**config.mk**
```make
export PLATFORM = sky130hd
export DESIGN_NAME = matmul_feeder
export DESIGN_NICKNAME = d
export VERILOG_FILES = /design/src/rtl/matmul_feeder.sv
export SDC_FILE = /design/constraint.sdc
export NUM_CORES = 1
export LEC_CHECK = 0
export BUFFER_PORTS_ARGS = -buffer_cell sky130_fd_sc_hd__buf_2
export CORE_ASPECT_RATIO = 1.25
export CORE_MARGIN = 5
export CORE_UTILIZATION = 28
export DETAILED_ROUTE_END_ITERATION = 8
export PLACE_DENSITY = 0.46
export SLEW_MARGIN = 20
export SYNTH_ARGS = -nofsm -noshare
export SYNTH_HDL_FRONTEND = slang
export SYNTH_SLANG_ARGS = --single-unit
```
**constraint.sdc**
```tcl
create_clock -name clk -period 4 [get_ports clk]
set_input_delay 0.2 -clock clk [delete_from_list [all_inputs] [get_ports clk]]
set_output_delay 0.2 -clock clk [all_outputs]
set_load 0.01 [all_outputs]
```
**src/rtl/matmul_feeder.sv**
```systemverilog
// Operand loader for an NxN systolic matrix-multiply array.
// Buffers A and B from a single element stream, replays them to the array
// as N column/row beats, then counts result rows until the product is done.
module matmul_feeder #(
   parameter int DATAWIDTH = 8,
   parameter int N_SIZE    = 3,
   parameter int TIMEOUT   = 64
) (
   input  logic                 clk,
   input  logic                 rst_n,
   input  logic                 clear,
   input  logic                 s_valid,
   output logic                 s_ready,
   input  logic [DATAWIDTH-1:0] s_data,
   output logic                 arr_valid_in,
   output logic [DATAWIDTH-1:0] arr_a_out [N_SIZE],
   output logic [DATAWIDTH-1:0] arr_b_out [N_SIZE],
   input  logic                 arr_valid_out,
   output logic                 busy,
   output logic                 done,
   output logic                 err
);

   localparam int BEATS  = 2 * N_SIZE * N_SIZE;
   localparam int IDX_W  = $clog2(BEATS);
   localparam int STEP_W = $clog2(N_SIZE);
   localparam int ROW_W  = $clog2(N_SIZE + 1);
   localparam int WAIT_W = $clog2(TIMEOUT + 1);

   localparam logic [IDX_W-1:0]  LAST_BEAT = IDX_W'(BEATS - 1);
   localparam logic [STEP_W-1:0] LAST_STEP = STEP_W'(N_SIZE - 1);
   localparam logic [ROW_W-1:0]  LAST_ROW  = ROW_W'(N_SIZE - 1);
   localparam logic [WAIT_W-1:0] LAST_WAIT = WAIT_W'(TIMEOUT - 1);

   typedef enum logic [1:0] {
      ST_LOAD,
      ST_STREAM,
      ST_WAIT
   } state_t;

   state_t state, state_nx;

   // A occupies entries 0..N*N-1, B entries N*N..2*N*N-1, both row-major,
   // so the load counter doubles as the write address.
   logic [DATAWIDTH-1:0] elem_buf [BEATS];

   logic [IDX_W-1:0]     load_cnt;
   logic [STEP_W-1:0]    step;
   logic [ROW_W-1:0]     row_cnt;
   logic [WAIT_W-1:0]    wait_cnt;

   logic                 accept;
   logic                 row_hit;
   logic                 done_nx;
   logic                 err_nx;
   logic [STEP_W-1:0]    present_t;
   logic [DATAWIDTH-1:0] col_a [N_SIZE];
   logic [DATAWIDTH-1:0] row_b [N_SIZE];

   assign s_ready = (state == ST_LOAD) && !clear;
   assign accept  = s_valid && s_ready;
   assign row_hit = (state != ST_LOAD) && arr_valid_out && (row_cnt == LAST_ROW);

   // State register.
   always_ff @(posedge clk or negedge rst_n) begin
      if (!rst_n) state <= ST_LOAD;
      else        state <= state_nx;
   end

   // Next-state and completion/timeout pulse decode; clear overrides everything.
   always_comb begin
      state_nx = state;
      done_nx  = 1'b0;
      err_nx   = 1'b0;
      if (clear) begin
         state_nx = ST_LOAD;
      end else begin
         case (state)
            ST_LOAD: begin
               if (accept && (load_cnt == LAST_BEAT)) state_nx = ST_STREAM;
            end
            ST_STREAM: begin
               if (row_hit) begin
                  state_nx = ST_LOAD;
                  done_nx  = 1'b1;
               end else if (step == LAST_STEP) begin
                  state_nx = ST_WAIT;
               end
            end
            ST_WAIT: begin
               if (row_hit) begin
                  state_nx = ST_LOAD;
                  done_nx  = 1'b1;
               end else if (wait_cnt == LAST_WAIT) begin
                  state_nx = ST_LOAD;
                  err_nx   = 1'b1;
               end
            end
            default: state_nx = ST_LOAD;
         endcase
      end
   end

   // Select the column of A and row of B for the step about to be presented.
   always_comb begin
      present_t = (state == ST_STREAM) ? step + 1'b1 : '0;
      col_a     = '{default: '0};
      row_b     = '{default: '0};
      for (int unsigned i = 0; i < N_SIZE; i++) begin
         col_a[i] = elem_buf[IDX_W'(i * N_SIZE) + IDX_W'(present_t)];
         row_b[i] = elem_buf[IDX_W'(N_SIZE * N_SIZE)
                             + IDX_W'(present_t) * IDX_W'(N_SIZE) + IDX_W'(i)];
      end
   end

   // Operand capture; contents are only meaningful once a full load completes.
   always_ff @(posedge clk) begin
      if (accept) elem_buf[load_cnt] <= s_data;
   end

   // Counters and registered array-side outputs, all derived from the next state.
   always_ff @(posedge clk or negedge rst_n) begin
      if (!rst_n) begin
         load_cnt     <= '0;
         step         <= '0;
         row_cnt      <= '0;
         wait_cnt     <= '0;
         arr_valid_in <= 1'b0;
         arr_a_out    <= '{default: '0};
         arr_b_out    <= '{default: '0};
         busy         <= 1'b0;
         done         <= 1'b0;
         err          <= 1'b0;
      end else begin
         done <= done_nx;
         err  <= err_nx;
         busy <= (state_nx != ST_LOAD);
         if (clear) begin
            load_cnt     <= '0;
            step         <= '0;
            row_cnt      <= '0;
            wait_cnt     <= '0;
            arr_valid_in <= 1'b0;
            arr_a_out    <= '{default: '0};
            arr_b_out    <= '{default: '0};
         end else begin
            if (accept) load_cnt <= (load_cnt == LAST_BEAT) ? '0 : load_cnt + 1'b1;
            step     <= (state == ST_STREAM && state_nx == ST_STREAM) ? step + 1'b1 : '0;
            wait_cnt <= (state == ST_WAIT && state_nx == ST_WAIT) ? wait_cnt + 1'b1 : '0;
            // Rows are only counted while an operation is in flight.
            if (state == ST_LOAD || state_nx == ST_LOAD) row_cnt <= '0;
            else                                         row_cnt <= row_cnt + ROW_W'(arr_valid_out);
            if (state_nx == ST_STREAM) begin
               arr_valid_in <= 1'b1;
               arr_a_out    <= col_a;
               arr_b_out    <= row_b;
            end else begin
               arr_valid_in <= 1'b0;
               arr_a_out    <= '{default: '0};
               arr_b_out    <= '{default: '0};
            end
         end
      end
   end

endmodule

```
==> metrics.cfg, run 1 <==
[outcome]
outcome = completed

[timing]
worstMarginPinSlew_ns = 1.09
hold_viol_final = 0
rsz0062_at_grt = false
drv_slew = 0
hold_ws_ns = 0.0794
fin_setup_tns_ns = 0
period_minus_slack_ns = 3.24
setup_viol = 0
fin_crit_sh = 0.809
fmax_ghz = 0.309
clock-skew-final_ns = 0.0163
relSlewSlack = 0.271

[routing]
drcViolationCount = 0
wl_microns = 30000
drtAntennaViolNets = 0
dr.pass1.iters = 5
wl_per_cell_microns = 24.3
drtIter0Drc = 362
vias = 6114
via_per_inst = 4.96

[floorplan]
die_w_microns = 179
io_pins = 66
rows = 77
die_area_sq_um = 39400
initial_core_util = 0.282
coreArea_sq_um = 35300
fp.dieH_microns = 221

[clocking]
cts-resized-gates = 0
post_cts.repair.setup_buffers = 0
tritoncts = yes
cts_htree_levels = 1
clock-sinks = 214
cts_hold_buf = 2
cts-root-buf = clkbuf_16
cts_buffers = 22
clk_pin_slew_ns = 0.06
cts_buffer_depth = 3
clkLatencyLatePin_ns = 0.53

[grt]
grt_first_pass_wirelength_microns = 44200
grt_pass1_vias = 6364
antenna_found_initial = 2
grt_max_degree = 46
overflow = 0
grt_usage = 0.154

[setup_path]
startpoint = state[1]$_DFF_PN0_
crit_path_max_incr_delay_ns = 0.53
r2r_slack_ns = 0.76
path_cells = inv_1 > ha_1 > nor2b_4 > ha_2 > nand2b_1 > o22ai_1 > o21a_1 > a2111oi_2
rr_startpoint = state[1]$_DFF_PN0_
critPathRequiredTime_ns = 4.38
cp_num_buf_inv = 1
worstSetupEndpointType = flop
critPathTopFamily = compound AO/OA/AOI/OAI gates
crit_type = flop to flop
cp_max_fo = 16
worst_setup_path_start_kind = flop
worst_path_max_delay_cell = ha_2
arrival_ns = 3.62

[power_and_ir_drop]
p_seq_frac = 0.507
cellPowerDensity_nw_per_um2 = 401
p_switching_w = 0.000962
clkPwrFrac = 0.473
switching_share = 0.204
p_int_w = 0.00376
leakage_nw = 4.52
irDropWorstVdd_mv = 0.217
p_comb_frac = 0.020

[final_layout]
fin_util = 0.334
area.growth.synth_to_final_pct = 18.2
num_antenna_cells = 0
drive_gt1_frac = 0.298
fin_cells = 1232
final_cell_area_sq_um = 11800
final_nets = 772
num-fill-cells = 3487

[synthesis]
netlist_area_sq_um = 9950
yosys.area.top_type = edfxtp_1
synth_cells = 662
synth-seq-cells = 214
ys_seq_area_frac = 0.610
synth-async-reset-ratio = 0.327
ys_warn_count = 0
synth_nets = 692
yosys_most_used_dff = edfxtp_1
synth_edf_count = 144
ys_top_cells_by_area = edfxtp_1 (43%), dfrtp_1 (18%), mux4_2 (14%)
synth_top_area_share = 0.434
syn_avg_cell_area_sq_um = 15.0
yosysUniqueCellTypes = 49

[place]
portBuffers = 65
place_area_sq_um = 10900
place_congestion = 0.783
dp_hpwl_microns = 20600
dp.cells = 1190

[flow_run]
max-cap-violations = 0

[min_path]
worst_hold_startpoint = arr_valid_out
min_path_type = primary input to flop

per-layer routing:
| layer | up-vias | wire [microns] | GRT usage |
|---|---|---|---|
| met5 | - | 13 | 0 |
| met4 | 2 | 951 | 0.0563 |
| met3 | 43 | 1190 | 0.0214 |
| met2 | 153 | 15700 | 0.277 |
| met1 | 3203 | 12200 | 0.186 |
| li1 | 2713 | - | - |
worst paths after layout:
check	to	cells past startpoint
min reg2reg	wait_cnt[0]$_DFF_PN0_	1
min	row_cnt[0]$_DFF_PN0_	4
max	arr_b_out[12]$_DFF_PN0_	8
max in group asynchronous	arr_b_out[21]$_DFF_PN0_	3
min in group asynchronous	arr_a_out[6]$_DFF_PN0_	2
max reg2reg	arr_b_out[12]$_DFF_PN0_	8
power by group through the flow:
| stage | clock network [W] | registers, W | logic, W |
|---|---|---|---|
| finish | 0.00223 | 0.00239 | 0.0000966 |
| global route | 0.00236 | 0.00239 | 0.000107 |
| CTS | 0.00228 | 0.00239 | 0.0000992 |
| detailed placement | 0 | 0.00244 | 0.0000977 |
| global placement | 0 | 0.00244 | 0.0000966 |
| floorplan | 0 | 0.00243 | 0.0000312 |
flip-flops by register name (all words and copies together) (netlist names):
| signal | count |
|---|---|
| wait_cnt | 7 |
| row_cnt | 2 |
| done | 1 |
| state | 2 |
| arr_b_out | 24 |
| arr_a_out | 24 |
| elem_buf | 144 |
| err | 1 |
| load_cnt | 5 |
| busy | 1 |
| step | 2 |
| arr_valid_in | 1 |
layout make-up:
class                      instances  area, sq um  area share
timing repair buffer              96          578      0.0492
inverter                          12         45.0     0.00383
tap                              474          593      0.0504
sequential                       214         6080       0.517
clock buffer                      33          707      0.0601
multi-input combinational        396         3680       0.313
clock inverter                     7         83.8     0.00713
synthesized netlist by cell type, types with 2 or more instances:
cell type,n
a2111oi_0,3
a2111oi_2,3
a211oi_1,25
a21oi_1,2
a311oi_1,5
a32oi_1,5
and2_1,2
and3_1,8
buf_1,5
buf_2,15
buf_4,4
clkbuf_1,16
dfrtp_1,70
edfxtp_1,144
ha_1,17
inv_1,12
mux2_2,20
mux2i_1,25
mux4_2,64
nand2_1,49
nand2b_1,5
nand3_1,5
nand3b_1,2
nor2_1,68
nor2b_1,20
nor3_1,9
o211a_1,2
o21a_1,6
o21ai_0,14
o22ai_1,10
or2_2,2
or3_1,2
xnor2_1,3
xor2_1,5
worst min-delay path: stages:
cell and delay, ns:
buf_2 0.09, ha_1 0.13, nand2_1 0.04, a21oi_1 0.10
logic make-up (layout without fill, tap and decap cells):
group / after synthesis / after routing / share of synthesized area
buffers and inverters: 52 / 148 / 0.0230
adders and majority gates: 17 / 17 / 0.0214
and+or+nand+nor: 178 / 178 / 0.0826
muxes: 109 / 109 / 0.193
xor gates and xnor gates: 8 / 8 / 0.00704
DFF: 214 / 214 / 0.610
AOI/OAI and AO/OA: 84 / 84 / 0.0630
through the flow:
stage	total power [W]	setup WS (ns)
floorplan	0.00246	0.171
global route	0.00486	0.521
global placement	0.00253	0.826
CTS	0.00477	0.746
detailed placement	0.00253	0.783
finish	0.00472	0.764
cell usage in the layout, fill, tap and decap left out, types with 6 or more instances in the layout:
cell,synthesis,layout
edfxtp_1,144,144
dfrtp_1,70,70
nor2_1,68,67
mux4_2,64,64
buf_2,15,64
nand2_1,49,49
buf_4,4,29
clkbuf_16,0,26
mux2i_1,25,25
a211oi_1,25,25
mux2_2,20,20
nor2b_1,20,19
ha_1,17,16
o21ai_0,14,14
inv_1,12,11
o22ai_1,10,10
nor3_1,9,9
and3_1,8,8
o21a_1,6,6
Power figures use the tool's default switching activity.
==> run 2: changes to the inputs <==
--- a/config.mk
+++ b/config.mk
@@ -5,12 +5,13 @@
 export SDC_FILE = /design/constraint.sdc
 export NUM_CORES = 1
 export LEC_CHECK = 0
+export ABC_AREA = 1
 export BUFFER_PORTS_ARGS = -buffer_cell sky130_fd_sc_hd__buf_2
 export CORE_ASPECT_RATIO = 1.25
 export CORE_MARGIN = 5
 export CORE_UTILIZATION = 28
 export DETAILED_ROUTE_END_ITERATION = 8
-export PLACE_DENSITY = 0.46
+export PLACE_DENSITY = 0.44
 export SLEW_MARGIN = 20
 export SYNTH_ARGS = -nofsm -noshare
 export SYNTH_HDL_FRONTEND = slang
==> constraint.sdc (replaced) <==
create_clock -name clk -period 3.3 [get_ports clk]
set_input_delay 0.165 -clock clk [delete_from_list [all_inputs] [get_ports clk]]
set_output_delay 0.165 -clock clk [all_outputs]
set_load 0.01 [all_outputs]
==> metrics.cfg, run 2 <==
[power_and_ir_drop]
p_seq_frac = 0.501  ; -0.006
switching_share = 0.219  ; +0.0147
p_int_w = 0.00455  ; +21%
p_comb_frac = 0.028  ; +0.008
clkPwrFrac = 0.471  ; -0.002
leakage_nw = 5.64  ; +25%
irDropWorstVdd_mv = 0.248  ; +14%
p_switching_w = 0.00127  ; +32%
cellPowerDensity_nw_per_um2 = 465  ; +16%

[flow_run]
max-cap-violations = 0  ; unchanged

[final_layout]
area.growth.synth_to_final_pct = 17.9
layout_commonest_cell = nand2_1
largest_register_ff_count = 144  ; unchanged
num-fill-cells = 3898  ; +12%
top_regs = elem_buf (144), arr_a_out (24), arr_b_out (24)
final_cell_mix = nand2_1 (310), nand3_1 (206), edfxtp_1 (144)
final_nets = 1315  ; +70%
num_antenna_cells = 0  ; unchanged
top_register = elem_buf
drive_gt1_frac = 0.133  ; -0.165

[clocking]
cts-resized-gates = 0  ; unchanged
cts_buffer_depth = 3  ; unchanged
cts-root-buf = clkbuf_16
clk_pin_slew_ns = 0.06  ; about the same
cts_htree_levels = 1  ; unchanged
cts_buffers = 23  ; +4.5%
tritoncts = yes
clkLatencyLatePin_ns = 0.53  ; about the same
clock-sinks = 214  ; unchanged

[synthesis]
ys_seq_area_frac = 0.572  ; -0.0385
synth_cells = 1203  ; +82%
synth_edf_count = 144  ; unchanged
synthTopCellsByCount = nand2_1 (310), nand3_1 (206), edfxtp_1 (144)
netlist_area_sq_um = 10600  ; +6.7%
synth-async-reset-ratio = 0.327  ; unchanged
syn_avg_cell_area_sq_um = 8.83  ; -41%
ys_top_cells_by_area = edfxtp_1 (41%), dfrtp_1 (16%), nand2_1 (11%)
ys_warn_count = 0  ; unchanged
yosys.area.top_type = edfxtp_1
synthAdderAreaFrac = 0.0200  ; -0.00135
synth_top_area_share = 0.407  ; -0.0274
muxShareOfSynthArea = 0.00660  ; -0.186
yosysUniqueCellTypes = 35  ; -29%
synth_compound_area_frac = 0.0469  ; -0.0161
yosys_most_used_dff = edfxtp_1
synthXorXnorAreaFrac = 0.00577  ; -0.00127
synth_top_family_by_area = simple AND/OR/NAND/NOR gates
synth-seq-cells = 214  ; unchanged
yosys.area_share.simple = 0.282  ; +0.200
synth_nets = 1233  ; +78%
yosysMostFrequentCell = nand2_1

[setup_path]
cp_num_buf_inv = 4  ; +3
crit_path_max_incr_delay_ns = 0.66  ; +0.13 ns
worst_setup_path_start_kind = flop
rr_worst_depth = 11  ; +3
worst_path_max_delay_cell = xnor2_1
cp_num_cells = 11  ; +3
arrival_ns = 3.30  ; -0.32 ns
cp_max_fo = 10  ; -6
critPathRequiredTime_ns = 3.70  ; -0.68 ns
cpMostUsedCell = buf_4
worstSetupEndpointType = flop
crit_type = flop to flop
path_cells = inv_1 > ha_2 > inv_2 > nor2_2 > buf_4 > ha_1 > xnor2_1 > buf_4 > nand3_1 > a21oi_1 > nor2_1
critPathTopFamily = buffers and inverters

[timing]
relSlewSlack = 0.448  ; +0.176
setup_viol = 0  ; unchanged
fmax_ghz = 0.345  ; +12%
worstMarginPinSlew_ns = 0.823  ; -0.267 ns
drv_slew = 0  ; unchanged
rsz0062_at_grt = false
hold_viol_final = 0  ; unchanged
fin_crit_sh = 0.879  ; +0.0698
period_minus_slack_ns = 2.90  ; -0.336 ns
clock-skew-final_ns = 0.0137  ; -0.00263 ns
hold_ws_ns = 0.0425  ; -0.0368 ns
fin_setup_tns_ns = 0  ; unchanged

[grt]
grt_usage = 0.179  ; +0.0257
grt_max_degree = 94  ; +100%
antenna_found_initial = 1  ; -1
overflow = 0  ; unchanged
grt_pass1_vias = 8732  ; +37%
grt_first_pass_wirelength_microns = 57100  ; +29%

[floorplan]
initial_core_util = 0.284  ; +0.00207
fp.dieH_microns = 228  ; +3.2%
die_area_sq_um = 42000  ; +6.4%
rows = 79  ; +2.6%
die_w_microns = 184  ; +3.1%
coreArea_sq_um = 37400  ; +6.0%
io_pins = 66  ; unchanged

[min_path]
min_path_type = primary input to flop
hold_depth = 4  ; unchanged

[outcome]
outcome = completed

[routing]
dr.pass1.iters = 7  ; +2
wl_microns = 38300  ; +28%
via_per_inst = 4.94  ; -0.39%
drcViolationCount = 0  ; unchanged
wl_per_cell_microns = 21.5  ; -12%
drtAntennaViolNets = 0  ; unchanged
vias = 8834  ; +44%
drtIter0Drc = 761  ; +110%

[place]
place_congestion = 0.915  ; +17%
portBuffers = 65  ; unchanged
dp_hpwl_microns = 27200  ; +32%

[run 2: repair_timing]
item                                   in CTS  in global routing
endpoints found under the hold margin      55                  0
hold buffers                                3                  0
setup buffers                               0                  0
[run 2: power by group through the flow]
| stage | Sequential [W] | Clock (W) | Combinational (W) |
|---|---|---|---|
| 4_1_cts | 0.00291 | 0.00282 | 0.000168 |
| 3_3_place_gp | 0.00297 | 0 | 0.000166 |
| 5_1_grt | 0.00291 | 0.00292 | 0.000183 |
| 6_report | 0.00291 | 0.00274 | 0.000165 |
| 3_5_place_dp | 0.00297 | 0 | 0.000165 |
| 2_1_floorplan | 0.00296 | 0 | 0.0000596 |
[run 2: cell families after synthesis]
group                      Yosys count
DFF                                214
and+or+nand+nor                    697
adders and majority gates           17
AOI/OAI and AO/OA                   93
buffers and inverters              168
muxes                                7
xor gates and xnor gates             7
[run 2: area by class of cell]
| type | count | area [sq um] | share of cell area |
|---|---|---|---|
| repair buffers | 118 | 796 | 0.0635 |
| clock inverters | 16 | 194 | 0.0155 |
| flip-flops and latches | 214 | 6080 | 0.485 |
| multi-input cells | 821 | 3860 | 0.308 |
| inverters | 107 | 402 | 0.0321 |
| clock buffers | 25 | 593 | 0.0474 |
| well taps | 486 | 608 | 0.0486 |
[run 2: worst min-delay path, delay by kind of cell]
family / cells / cell delay [ns]
AND/OR/NAND/NOR: 1 / 0.09
buffers and inverters: 2 / 0.13
adder cells (fa/ha/maj): 1 / 0.13
[run 2: path summary, 6_finish.rpt]
path | endpoint | slack (ns) | start
max reg2reg | arr_b_out[12]$_DFF_PN0_ | 0.40 | state[1]$_DFF_PN0_
min | row_cnt[0]$_DFF_PN0_ | 0.04 | arr_valid_out
max | arr_b_out[12]$_DFF_PN0_ | 0.40 | state[1]$_DFF_PN0_
max in group asynchronous | arr_b_out[19]$_DFF_PN0_ | 2.21 | rst_n
min in group asynchronous | arr_a_out[22]$_DFF_PN0_ | 0.25 | rst_n
min reg2reg | wait_cnt[0]$_DFF_PN0_ | 0.48 | wait_cnt[0]$_DFF_PN0_
[run 2: per-stage QoR]
stage,cell area (sq um),std cells,util,total power [W],setup slack [ns]
floorplan,10600,1203,-,0.00302,0.171
global placement,11700,1743,0.313,0.00314,0.483
detailed placement,11700,1743,0.313,0.00313,0.465
CTS,12500,1787,0.335,0.00590,0.407
global route,12500,1787,0.335,0.00601,0.182
finish,12500,1787,0.335,0.00582,0.399
[run 2: routing by layer]
metal	GRT usage	up-vias	wire [microns]	part of all wire
met2	0.286	387	17900	0.47
met1	0.241	4209	15700	0.41
met5	0	-	20	0.00052
met3	0.0242	83	2670	0.070
li1	-	4153	-	-
met4	0.0834	2	2000	0.052
